## config.mk

```make
export PLATFORM = sky130hd
export DESIGN_NAME = keypad_code_entry
export DESIGN_NICKNAME = d
export VERILOG_FILES = /design/src/rtl/keypad_pkg.sv /design/src/rtl/keypad_idle_timer.sv /design/src/rtl/keypad_code_entry.sv
export SDC_FILE = /design/constraint.sdc
export NUM_CORES = 1
export LEC_CHECK = 0
export CELL_PAD_IN_SITES_DETAIL_PLACEMENT = 1
export CELL_PAD_IN_SITES_GLOBAL_PLACEMENT = 1
export CORE_ASPECT_RATIO = 1.4
export CORE_MARGIN = 2
export CORE_UTILIZATION = 37
export DETAILED_ROUTE_END_ITERATION = 10
export GPL_TIMING_DRIVEN = 0
export MAX_ROUTING_LAYER = met4
export PLACE_DENSITY = 0.79
export SYNTH_ARGS = -nofsm -noshare
export SYNTH_HDL_FRONTEND = slang
export SYNTH_SLANG_ARGS = --single-unit
```

## constraint.sdc

```tcl
create_clock -name clk -period 1.6 [get_ports clk]
set_input_delay 0.32 -clock clk [delete_from_list [all_inputs] [get_ports clk]]
set_output_delay 0.32 -clock clk [all_outputs]
set_load 0.02 [all_outputs]
```

## src/rtl/keypad_pkg.sv

```systemverilog
// Shared key codes, entry-state encoding and defaults for keypad entry.
// Imported by keypad_code_entry and keypad_idle_timer.
package keypad_pkg;

    localparam logic [3:0] KEY_STAR      = 4'hE;
    localparam logic [3:0] KEY_HASH      = 4'hF;
    localparam logic [3:0] KEY_DIGIT_MAX = 4'd9;

    localparam int unsigned KP_MAX_DIGITS = 4;

    typedef enum logic [1:0] {
        IDLE,
        ENTRY,
        FULL
    } entry_state_e;

endpackage

```

## src/rtl/keypad_idle_timer.sv

```systemverilog
// Loadable count-up idle timer; expire_o marks the last idle cycle.
// Built only when KEYPAD_ENTRY_TIMEOUT_EN is defined.
module keypad_idle_timer #(
    parameter int unsigned TIMEOUT_CYCLES = 50000000
) (
    input  logic clk,
    input  logic reset,
    input  logic en_i,
    input  logic clr_i,
    output logic expire_o
);
    import keypad_pkg::*;

    localparam int unsigned W =
        (TIMEOUT_CYCLES > 1) ? $clog2(TIMEOUT_CYCLES) : 1;
    localparam logic [W-1:0] LAST = W'(TIMEOUT_CYCLES - 1);

    logic [W-1:0] cnt_q;
    logic [W-1:0] cnt_d;

    assign expire_o = en_i && !clr_i && (cnt_q == LAST);

    // Count while enabled; any key or expiry restarts from zero.
    always_comb begin
        cnt_d = cnt_q;
        if (clr_i || !en_i || expire_o) begin
            cnt_d = '0;
        end else begin
            cnt_d = cnt_q + 1'b1;
        end
    end

    // Counter register.
    always_ff @(posedge clk) begin
        if (reset) begin
            cnt_q <= '0;
        end else begin
            cnt_q <= cnt_d;
        end
    end

endmodule

```

## src/rtl/keypad_code_entry.sv

```systemverilog
// Assembles keypad digits into a BCD entry; '#' commits, '*' deletes.
// Optional idle timeout: define KEYPAD_ENTRY_TIMEOUT_EN.
module keypad_code_entry
    import keypad_pkg::*;
#(
    parameter int unsigned MAX_DIGITS     = KP_MAX_DIGITS,
    parameter int unsigned TIMEOUT_CYCLES = 50000000
) (
    input  logic                    clk,
    input  logic                    reset,
    input  logic                    key_valid,
    input  logic [3:0]              key_code,
    output logic [4*MAX_DIGITS-1:0] entry_bcd,
    output logic [2:0]              digit_count,
    output logic                    code_valid,
    output logic [4*MAX_DIGITS-1:0] code_value,
    output logic [2:0]              code_len,
    output logic                    overflow,
    output logic                    empty_commit
);

    localparam int unsigned W = 4 * MAX_DIGITS;
    localparam logic [2:0]  MAXC = 3'(MAX_DIGITS);

    entry_state_e state_q, state_d;
    logic [W-1:0] entry_q, entry_d;
    logic [2:0]   cnt_q, cnt_d;
    logic [W-1:0] val_q, val_d;
    logic [2:0]   len_q, len_d;
    logic         cv_q, cv_d;
    logic         ov_q, ov_d;
    logic         ec_q, ec_d;
    logic         expire;
    logic         is_digit;
    logic         is_star;
    logic         is_hash;

`ifdef KEYPAD_ENTRY_TIMEOUT_EN
    keypad_idle_timer #(
        .TIMEOUT_CYCLES(TIMEOUT_CYCLES)
    ) u_timer (
        .clk      (clk),
        .reset    (reset),
        .en_i     (state_q != IDLE),
        .clr_i    (key_valid),
        .expire_o (expire)
    );
`else
    assign expire = 1'b0;
`endif

    assign is_digit = (key_code <= KEY_DIGIT_MAX);
    assign is_star  = (key_code == KEY_STAR);
    assign is_hash  = (key_code == KEY_HASH);

    // Next-state decode: keys take priority over idle expiry.
    always_comb begin
        state_d = state_q;
        entry_d = entry_q;
        cnt_d   = cnt_q;
        val_d   = val_q;
        len_d   = len_q;
        cv_d    = 1'b0;
        ov_d    = 1'b0;
        ec_d    = 1'b0;
        if (key_valid) begin
            unique case (1'b1)
                is_digit: begin
                    if (state_q == FULL) begin
                        ov_d = 1'b1;
                    end else begin
                        entry_d = (entry_q << 4) | W'(key_code);
                        cnt_d   = cnt_q + 3'd1;
                        state_d = (cnt_d == MAXC) ? FULL : ENTRY;
                    end
                end
                is_star: begin
                    if (state_q != IDLE) begin
                        entry_d = entry_q >> 4;
                        cnt_d   = cnt_q - 3'd1;
                        state_d = (cnt_d == 3'd0) ? IDLE : ENTRY;
                    end
                end
                is_hash: begin
                    if (state_q == IDLE) begin
                        ec_d = 1'b1;
                    end else begin
                        val_d   = entry_q;
                        len_d   = cnt_q;
                        cv_d    = 1'b1;
                        entry_d = '0;
                        cnt_d   = 3'd0;
                        state_d = IDLE;
                    end
                end
                default: ;
            endcase
        end else if (expire) begin
            entry_d = '0;
            cnt_d   = 3'd0;
            state_d = IDLE;
        end
    end

    // State, entry buffer, committed code and pulse registers.
    always_ff @(posedge clk) begin
        if (reset) begin
            state_q <= IDLE;
            entry_q <= '0;
            cnt_q   <= 3'd0;
            val_q   <= '0;
            len_q   <= 3'd0;
            cv_q    <= 1'b0;
            ov_q    <= 1'b0;
            ec_q    <= 1'b0;
        end else begin
            state_q <= state_d;
            entry_q <= entry_d;
            cnt_q   <= cnt_d;
            val_q   <= val_d;
            len_q   <= len_d;
            cv_q    <= cv_d;
            ov_q    <= ov_d;
            ec_q    <= ec_d;
        end
    end

    assign entry_bcd    = entry_q;
    assign digit_count  = cnt_q;
    assign code_value   = val_q;
    assign code_len     = len_q;
    assign code_valid   = cv_q;
    assign overflow     = ov_q;
    assign empty_commit = ec_q;

endmodule

```

# After elaboration in Yosys (flattened, before gate mapping)
# Index checks and enable logic that the tools add are counted.
[word_totals] register_bits=43 latchBits=0 ram_bits=0 romBits=0 inputBits=7 out_inout_bits=41 mem_count=0
[op_classes] add_sub_neg=2 multipliers=0 div=0 order_cmp=1 n_eq_ne=7 shift=0 n_mux=17 bitwise=5 n_reduce_logical=8
[ops] operator="$mux W16" count=3
[ops] operator="$pmux W16 S3" count=1
[ops] operator="$or A16 B4 Y16" count=1
[ops] operator="$mux W3" count=3
[ops] operator="$pmux W3 S3" count=1
[ops] operator="$eq A4 B4 Y1 const B" count=2
[ops] operator="$mux W2" count=4
[ops] operator="$pmux W2 S3" count=1
[ops] operator="$reduce_or A3 Y1" count=2
[ops] operator="$reduce_and A5 Y1" count=1
[ops] operator="$le A4 B4 Y1 const B" count=1
[ops] operator="$mux W1" count=4
[ops] operator="$ne A2 B2 Y1 const B" count=2
[ops] operator="$not A1 Y1" count=4
[ops] operator="$add A3 B1 Y3 const B" count=1
[ops] operator="$eq A3 B3 Y1 const B" count=1
[ops] operator="$logic_not A3 Y1" count=1
[ops] operator="$reduce_and A3 Y1" count=1
[ops] operator="$reduce_bool A3 Y1" count=1
[ops] operator="$sub A3 B1 Y3 const B" count=1
[ops] operator="$eq A2 B2 Y1 const B" count=1
[ops] operator="$logic_not A2 Y1" count=1
[ops] operator="$ne A2 B1 Y1 const B" count=1
[ops] operator="$reduce_bool A2 Y1" count=1

# Longest topological paths before layout
[depth] ltp_word=5 mapped_depth=7 depth_no_buf=6

# Worst setup path before layout
# OpenSTA, ideal clock, no wires.
[synth_timing] kind="register to register" startpoint="register cnt_q[0] (netlist: digit_count[0])" endpoint="register state_q[0]" setup_ns=0.088 t_arrival_ns=1.452 t_required_ns=1.512 path_slack_ns=0.060 stages_incl_launch_ff=7 n_path_buf=0 synth_period_minus_slack_ns=1.540 cell_sequence="dfxtp_1 -> inv_1 -> ha_1 -> xnor2_1 -> a211oi_1 -> a211oi_1 -> nor4_2"
[synth_between] elab_chain_cells=5 word_cells_on_any_way=9 classes_between="add/sub (2); eq/ne (1); mux (5); reduce/logical (1)"
[synth_rtl] item="from (decl)" line_no="keypad_code_entry.sv:27" rtl="logic [2:0] cnt_q, cnt_d;"
[synth_rtl] item="from (signal assigned)" line_no="keypad_code_entry.sv:119" rtl="cnt_q <= cnt_d;"
[synth_rtl] item="$add A3 B1 Y3 / $sub A3 B1 Y3 (equally long branches)" line_no="keypad_code_entry.sv:73, keypad_code_entry.sv:80"
[synth_rtl] item="$eq A3 B3 Y1 / $logic_not A3 Y1 (equally long branches)" line_no="keypad_code_entry.sv:74, keypad_code_entry.sv:81"
[synth_rtl] item="$mux W2 / $mux W1 (equally long branches)" line_no="keypad_code_entry.sv:74, keypad_code_entry.sv:81"
[synth_rtl] item="$mux W2 (on tied branches)" line_no="keypad_code_entry.sv:69, keypad_code_entry.sv:78"
[synth_rtl] item="$pmux W2 S3 *" line_no="keypad_code_entry.sv:67" rtl="unique case (1'b1)"
[synth_rtl] item="to (signal assigned)" line_no="keypad_code_entry.sv:117" rtl="state_q <= state_d;"
[synth_rtl] item="to (decl)" line_no="keypad_code_entry.sv:25" rtl="entry_state_e state_q, state_d;"
# Every way passes the cells marked *; elsewhere a longest branch is shown, timed or not. The select of a mux whose other input is x is not followed.
# A chain may end at the register's enable or synchronous reset.

# Final worst setup path
[layout_timing] startpoint="register ov_q (netlist: overflow)" endpoint="output overflow"
[layout_lines] item="from (decl)" line_no="keypad_code_entry.sv:31" rtl="logic ov_q, ov_d;"
[layout_lines] item="from (signal assigned)" line_no="keypad_code_entry.sv:123" rtl="ov_q <= ov_d;"
[layout_lines] item="to (decl)" line_no="keypad_code_entry.sv:18" rtl="output logic overflow,"
# No word-level cell between the ends.

==> flow_summary.json <==
{
  "die_w_um": 66.8,
  "routed_wl_um": 5810,
  "power_density_mw_per_mm2": 868,
  "status": "complete, no violations",
  "yosys_warnings": 0,
  "drv_cap": 0,
  "cp_slowest_cell": "clkdlybuf4s50_1",
  "grt_pass1_vias": 1866,
  "dr.pass1.iters": 4,
  "syn_avg_cell_area_um2": 9.72,
  "nFillCells": 631,
  "p_leak_nw": 1.44,
  "synth_nets": 221,
  "ant_nets": 0,
  "viasPerCell": 5.49,
  "netlist_instances": 210,
  "port_buffers": 43,
  "netlist.area_leader.share_pct": 42.2,
  "cts_tree": "done",
  "ys_seq_area_share_pct": 42.2,
  "synth_area_leaders": "dfxtp_1, mux2i_1, nor2_1",
  "die_area_mm2": 0.00613,
  "worst_slew_pin_slew_ns": 0.576,
  "die_h_um": 91.9,
  "clk_latency_ns": 0.30,
  "max_stage_delay_ns": 0.62,
  "skew_ns": 0.00391,
  "finalMaxSlewViolations": 0,
  "r2r-start": "state_q[0]$_SDFFE_PP0P_",
  "layout-drive-gt1-share_pct": 16.9,
  "path_class": "flip-flop to primary output",
  "synth_edf_count": 0,
  "vias": 1838,
  "preCtsSetupSlack_ns": -0.380,
  "ir_drop_uv": 416,
  "gp_congestion": 0.801,
  "cts.htree.levels": 2,
  "worstHoldEndpoint": "entry_bcd[2]$_SDFFE_PP0P_",
  "grt_setup_unrepaired": "false",
  "hold-path-cell-count": 3,
  "worstSetupStartpointType": "flip-flop",
  "worst-path-max-fanout": 1,
  "grt-ovfl-total": 0,
  "diodes": 0,
  "hold_path_class": "input port to flip-flop",
  "fin_ws_ns": 0.0277,
  "synth.cell_area_mm2": 0.00204,
  "critical_path_arrival_ns": 1.25,
  "drt_iter0_markers": 85,
  "cts_buffers": 5,
  "area_growth_pct": 34.2,
  "path_cells": "clkdlybuf4s50_1",
  "ff_latch_area_um2": 866,
  "routedWlPerCell_um": 17.3,
  "cts_root_buf": "clkbuf_8",
  "cts_sinks": 43,
  "core_area_mm2": 0.00541,
  "drc": 0,
  "ys_async_sr_fraction_pct": 0,
  "rrSetupSlack_ns": 0.12,
  "critical-path-top-delay-family": "buffers and inverters",
  "critical_path_required_ns": 1.28,
  "grt_pass1_wl_um": 9490,
  "io_pins": 48,
  "synth_cell_types": 47,
  "yosysTopAreaCell": "dfxtp_1",
  "grt_usage_pct": 21.1,
  "post-dp-hpwl_um": 4080,
  "multiInputGateArea_mm2": 0.00103,
  "start_util_pct": 37.8,
  "core.rowCount": 32,
  "fin_crit_ns": 1.57,
  "slew-limit-headroom_pct": 61.6,
  "hold_viol_final": 0,
  "grt_max_degree": 15,
  "fin_nets": 277,
  "clk_pin_slew_ns": 0.08,
  "r2r_end": "code_value[13]$_SDFFE_PP0P_",
  "report.final.setup_viol": 0,
  "clk_path_buf_depth": 2,
  "critPathBufInv": 1,
  "max_freq_mhz": 636,
  "yosys_register_bits": 43,
  "min-delay-start": "key_code[2]",
  "antenna_found_initial": 0,
  "ff2ff_path_depth": 6,
  "synth_flop_cell": "dfxtp_1",
  "hold_buffers": 0,
  "cp-end-kind": "primary output",
  "fin_crit_sh_pct": 98.3,
  "fin_util_pct": 50.7
}
## stage by stage
step | power [W] | area [um2] | hold WS [ns] | instances | TNS [ns]
floorplan | 0.00141 | 2040 | 0.492 | 210 | 0
global placement | 0.00155 | 2560 | 0.474 | 321 | -11.86
detailed placement | 0.00156 | 2560 | 0.489 | 321 | -12.09
CTS | 0.00239 | 2640 | 0.313 | 329 | 0
global route | 0.00249 | 2740 | 0.328 | 335 | 0
finish | 0.00238 | 2740 | 0.313 | 335 | 0
## final cells by class
type,count,share of cell area (%)
multi-input combinational,143,37.5
sequential,43,31.6
timing repair buffer,49,17.8
buffer,19,5.21
tap,68,3.11
clock buffer,5,2.51
clock inverter,3,1.60
inverter,5,0.685
## worst max-delay path by stage
stage | from | endpoint | slack [ns] | depth (start not counted)
6_report | overflow$_SDFF_PP0_ | overflow | 0.03 | 1
5_1_grt | code_value[12]$_SDFFE_PP0P_ | code_value[12] | 0.003 | 1
4_1_cts | state_q[0]$_SDFFE_PP0P_ | code_value[13]$_SDFFE_PP0P_ | 0.002 | 6
3_5_place_dp | key_code[3] | code_value[6]$_SDFFE_PP0P_ | -0.38 | 7
3_3_place_gp | key_code[3] | digit_count[1]$_SDFFE_PP0P_ | -0.38 | 5
2_1_floorplan | digit_count[0]$_SDFFE_PP0P_ | state_q[0]$_SDFFE_PP0P_ | 0.06 | 6
## timing repair
action	4_1_cts	5_1_grt
endpoints found under the setup margin	38	31
gates resized for setup	20	21
buffers inserted	0	6
pin swaps	0	1
cloned	0	0
## cell usage in the layout (no fill, tap or decap), drive strengths merged, types with 4 or more instances in the layout
master	Yosys	final
dfxtp	43	43
dlymetal6s2s	0	15
buf	12	18
nor2	24	24
clkdlybuf4s50	0	8
inv	5	5
nand3b	8	8
dlygate4sd2	0	20
ha	4	4
a311oi	8	8
mux2i	20	20
nor3	5	5
o21ai	8	8
clkbuf	7	12
nand2	13	13
a21oi	16	16
nand4	7	7
a211oi	4	4
## synthesized netlist by cell type (3+ instances only)
| master | count |
|---|---|
| dfxtp_1 | 43 |
| nor2_1 | 23 |
| mux2i_1 | 19 |
| a21oi_1 | 15 |
| nand2_1 | 11 |
| nand3b_1 | 8 |
| a311oi_1 | 7 |
| buf_6 | 7 |
| clkbuf_1 | 7 |
| nand4_1 | 7 |
| o21ai_0 | 6 |
| inv_1 | 5 |
| nor3_1 | 5 |
| a211oi_1 | 4 |
| ha_1 | 4 |
| buf_2 | 3 |
| nand2b_1 | 3 |
## layer usage
metal | routed length [um] | share of wire (%) | global-route usage, %
met3 | 193 | 3.3 | 3.31
met1 | 2360 | 41 | 23.8
met2 | 3130 | 54 | 36.0
met4 | 127 | 2.2 | 9.18
met5 | 0 | 0 | -
## registers in the layout, indices dropped and copies added, names as in the netlist
name          flops
state_q           2
code_valid        1
code_len          3
digit_count       3
code_value       16
entry_bcd        16
overflow          1
empty_commit      1
## power breakdown
group / leakage [nW] / switching [W] / internal, W / total (W)
logic: 1.04 / 0.000218 / 0.000142 / 0.000361
clock network: 0.0581 / 0.000393 / 0.000465 / 0.000858
registers: 0.350 / 0.0000513 / 0.00111 / 0.00116
total: 1.44 / 0.000663 / 0.00171 / 0.00238
## cell families after synthesis
family,count (synthesis),synth area share [%]
and+or+nand+nor,68,17.8
muxes,21,10.7
xor gates and xnor gates,3,2.21
buffers and inverters,24,7.91
AOI/OAI and AO/OA,47,16.7
adders and majority gates,4,2.45
DFF,43,42.2
Power figures use the tool's default switching activity.
==> RTL change 1 (config.mk and constraints unchanged) <==
Build with the macro `KEYPAD_ENTRY_TIMEOUT_EN` defined.
--- a/src/rtl/keypad_code_entry.sv
+++ b/src/rtl/keypad_code_entry.sv
@@ -1,5 +1,7 @@
 // Assembles keypad digits into a BCD entry; '#' commits, '*' deletes.
 // Optional idle timeout: define KEYPAD_ENTRY_TIMEOUT_EN.
+`define KEYPAD_ENTRY_TIMEOUT_EN
+
 module keypad_code_entry
     import keypad_pkg::*;
 #(
Behaviour: same outputs for any inputs over 4 cycles, from zero or initial values and one cycle with reset high; that may be too few to reach the edited logic, so the function may still have changed.
==> RTL change 1 against the original RTL <==
- the flow now finishes with violations (negative setup slack)
- combinational power grew 5%
- area after synthesis grew 60%
- routed wire length grew 110%
- cell area grew 87%
- power grew 79%
- sequential cell count grew 26
- global-route usage grew 4.7 points
- worst setup slack lost 0.26 ns
- sequential power grew 51%
- synthesized cell count grew 81%
- critical path type is now flip-flop to flip-flop
- largest power group is now clock
==> RTL change 1: results <==
group,metric,value,unit
sta,finalClockSkew,0.00585,ns
layout,drive_above_1_share,0.381,
synth,syn_inst,381,
placed_design,dp_slack,-0.922,ns
sta,setup_violations,42,
global_routing,grt_pass1_wl,18.8,mm
global_routing,grt_usage,0.258,
layout,nFillCells,961,
sta,worstMarginPinSlew,0.464,ns
global_routing,use_met3,0.0538,
power,clock_power,2.12,mW
placed_design,port-buffer-count,46,
layout,nNonClkBuffers,107,
clock_network,clkTransAtPathRegs,0.06,ns
placed_design,post-dp-hpwl,7.28,mm
run_status,status,"complete, but fails checks",
layout,comb.multi_input.count,276,
layout,inv_count,15,
sta,fin_setup_tns,-5.46,ns
power,irDropWorstVdd,642,uV
power,leakagePower,1.97,nW
route,initialDrtViolationCount,126,
sta,setup_ws,-0.230,ns
layout,bufAreaShareNonClock,0.186,
synth,syn_nets,393,
placed_design,place_inst,532,
layout,multi_input_area_share,0.433,
synth,ys_seq_area_frac,0.422,
synth,yosys-top-cells-count,"dfxtp_1 (69), nand2_1 (53), a21oi_1 (32), nor2_1 (23), o32ai_1 (17)",
global_routing,use_met1,0.248,
critical_path,cpPeakStageDelay,0.40,ns
clock_network,cts_root_buf,"clkbuf_16",
clock_network,h-tree-depth,3,
layout,clk_share,0.0625,
critical_path,path_delay_family,"simple AND/OR/NAND/NOR gates",
layout,nClkBuffers,11,
floorplanning,core-area,8610,um^2
layout,final_net_count,490,
synth,synthAdderAreaFrac,0.0191,
run_status,failed_checks,"negative setup slack",
global_routing,first_global_vias,3607,
power,seqPwrFrac,0.412,
global_routing,use_met2,0.491,
-- RTL change 1: changes by cell type in the layout (fill, tap and decap cells not counted), sizes merged, moves of 10 or more --
cell	unedited run	this run
or4	0	11
inv	5	15
dfxtp	43	69
clkbuf	12	22
o32ai	0	17
mux2i	20	5
nand3	2	13
nand2	13	53
dlygate4sd2	20	33
a21oi	16	32
buf	18	51
-- RTL change 1: per-layer routing --
metal,wire length [um],part of all wire
met3,393,0.033
met4,485,0.040
met1,4370,0.36
met5,0,0
met2,6730,0.56
-- RTL change 1: path summary, 6_finish.rpt --
path / start / depth (start not counted) / slack, ns / to
setup / recovery: u_timer.cnt_q[0]$_SDFF_PP0_ / 7 / -0.23 / entry_bcd[11]$_SDFFE_PP0P_
hold / removal: key_code[3] / 3 / 0.41 / entry_bcd[3]$_SDFFE_PP0P_
setup reg to reg: u_timer.cnt_q[0]$_SDFF_PP0_ / 7 / -0.23 / entry_bcd[11]$_SDFFE_PP0P_
hold reg to reg: code_value[10]$_SDFFE_PP0P_ / 2 / 0.45 / code_value[10]$_SDFFE_PP0P_
-- RTL change 1: what timing repair did --
action / in CTS / in global routing
gates resized for setup: 133 / 62
pin swaps: 29 / 27
setup endpoints to repair: 99 / 73
setup buffers: 28 / 14
gates cloned: 3 / 0
-- RTL change 1: logic make-up (layout without fill, tap and decap cells) --
family | after synthesis | in the layout
and+or+nand+nor | 162 | 162
muxes | 9 | 9
xor gates and xnor gates | 15 | 15
DFF | 69 | 69
buffers and inverters | 36 | 138
AOI/OAI and AO/OA | 85 | 85
adders and majority gates | 5 | 5
-- RTL change 1: worst min-delay path, cell delays in order --
cell	delay [ns]
buf_4	0.16
a22oi_1	0.09
o32ai_2	0.12
==> RTL change 2 (same flow settings) <==
Without the edit above. `val_q` no longer has a reset.
--- a/src/rtl/keypad_code_entry.sv
+++ b/src/rtl/keypad_code_entry.sv
@@ -108,7 +108,6 @@
             state_q <= IDLE;
             entry_q <= '0;
             cnt_q   <= 3'd0;
-            val_q   <= '0;
             len_q   <= 3'd0;
             cv_q    <= 1'b0;
             ov_q    <= 1'b0;
@@ -117,12 +116,15 @@
             state_q <= state_d;
             entry_q <= entry_d;
             cnt_q   <= cnt_d;
-            val_q   <= val_d;
             len_q   <= len_d;
             cv_q    <= cv_d;
             ov_q    <= ov_d;
             ec_q    <= ec_d;
         end
+    end
+
+    always_ff @(posedge clk) begin
+        val_q <= val_d;
     end
 
     assign entry_bcd    = entry_q;
Check against the original RTL: differs if reset is asserted again (counterexample within 4 cycles, from zero or initial values and one cycle with reset high); with reset held inactive, the same outputs for 4 cycles.
==> RTL change 2 against the original RTL <==
- routed wire length fell by 0.43%
- cell area fell by 5.2%
- via count fell by 9.1%
- sequential cell count unchanged
- register-to-register slack lost 0.08 ns
- power is 8.4% higher
- area after synthesis is 9.8% lower
- count of clock-buffer cells in the layout rose by 1
- hold slack better by 0.060 ns
- worst setup slack better by 0.0091 ns
==> RTL change 2: results <==
group,metric,value,unit
run_status,status,"completed",
layout,finish.utilization,0.541,
power,irDropWorstVdd,477,uV
synth,synth_area_leaders,"dfxtp_1 (29%), edfxtp_1 (26%), a21oi_1 (7.9%), a211oi_1 (4.1%), nor3b_1 (3.7%)",
placed_design,place_inst,285,
sta,finalClockSkew,0.00624,ns
placed_design,port-buffer-count,43,
synth,avgSynthCellArea,10.3,um^2
layout,nClkBuffers,6,
synth,synthDistinctLibCells,35,
power,leakagePower,0.932,nW
route,routed-wl-met3,201,um
global_routing,use_met1,0.221,
clock_network,clock_latency,0.30,ns
route,wl_met2,3.16,mm
layout,clk_share,0.0511,
route,drt-met1-wl,2.21,mm
synth,syn_nets,189,
critical_path,worst-path-max-fanout,2,
layout,inv_count,6,
synth,syn_inst,178,
global_routing,grt_pass1_wl,8.55,mm
layout,comb.multi_input.count,114,
synth,ys_seq_area_frac,0.555,
global_routing,antenna_found_initial,0,
layout,nNonClkBuffers,64,
route,avgRoutedWirePerCell,19.3,um
layout,final_net_count,245,
layout,nFillCells,571,
global_routing,use_met2,0.372,
placed_design,placedInstanceArea,2360,um^2
critical_path,path_delay_family,"buffers and inverters",
synth,synth_warnings,0,
synth,yosys-top-cells-count,"a21oi_1 (29), dfxtp_1 (27), edfxtp_1 (16), o21ai_0 (12), a211oi_1 (10)",
global_routing,use_met3,0.0375,
global_routing,grt_max_degree,14,
power,power.share.switching,0.253,
placed_design,gp_routability_congestion,0.792,
power,seqPwrFrac,0.473,
critical_path,cp_slowest_cell,"clkdlybuf4s50_1",
synth,synth_edf_count,16,
clock_network,clkTransAtPathRegs,0.08,ns
clock_network,clock_path_buffers,2,
sta,relSlewSlack,0.615,
power,p_seq,1.22,mW
synth,yosysMostFrequentCell,"a21oi_1",
route,initialDrtViolationCount,35,
global_routing,grt_usage,0.210,
layout,bufAreaShareNonClock,0.209,
route,vias,1671,
placed_design,dp_slack,-0.700,ns
power,p_comb_frac,0.140,
critical_path,cpPeakStageDelay,0.60,ns
layout,multi_input_area,788,um^2
layout,register_area,1030,um^2
placed_design,post-dp-hpwl,3.40,mm
route,vias_per_cell,5.59,
layout,drive_above_1_share,0.166,
clock_network,h-tree-depth,2,
==> RTL change 2: repair_timing <==
item	CTS	global route
setup endpoints to repair	60	21
pin swaps	2	3
buffers inserted	3	3
resized for setup	31	15
hold buffers	0	0
==> RTL change 2: logic make-up after synthesis <==
kind of cell / Yosys count / share of synthesized area
compound gates: 64 / 0.207
flops: 43 / 0.555
simple gates: 39 / 0.126
buf+inv: 21 / 0.0483
mux: 4 / 0.0224
fa+ha+maj: 4 / 0.0272
xor+xnor: 3 / 0.0143
==> RTL change 2: path summary, 6_finish.rpt <==
kind	startpoint	end	slack (ns)	cells past startpoint
worst min-delay path	key_code[2]	entry_bcd[2]$_SDFFE_PP0P_	0.37	3
worst max register to register	state_q[1]$_SDFFE_PP0P_	state_q[1]$_SDFFE_PP0P_	0.04	4
worst max-delay path	code_len[2]$_SDFFE_PP0P_	code_len[2]	0.04	1
worst min register to register	state_q[0]$_SDFFE_PP0P_	overflow$_SDFF_PP0_	0.48	1
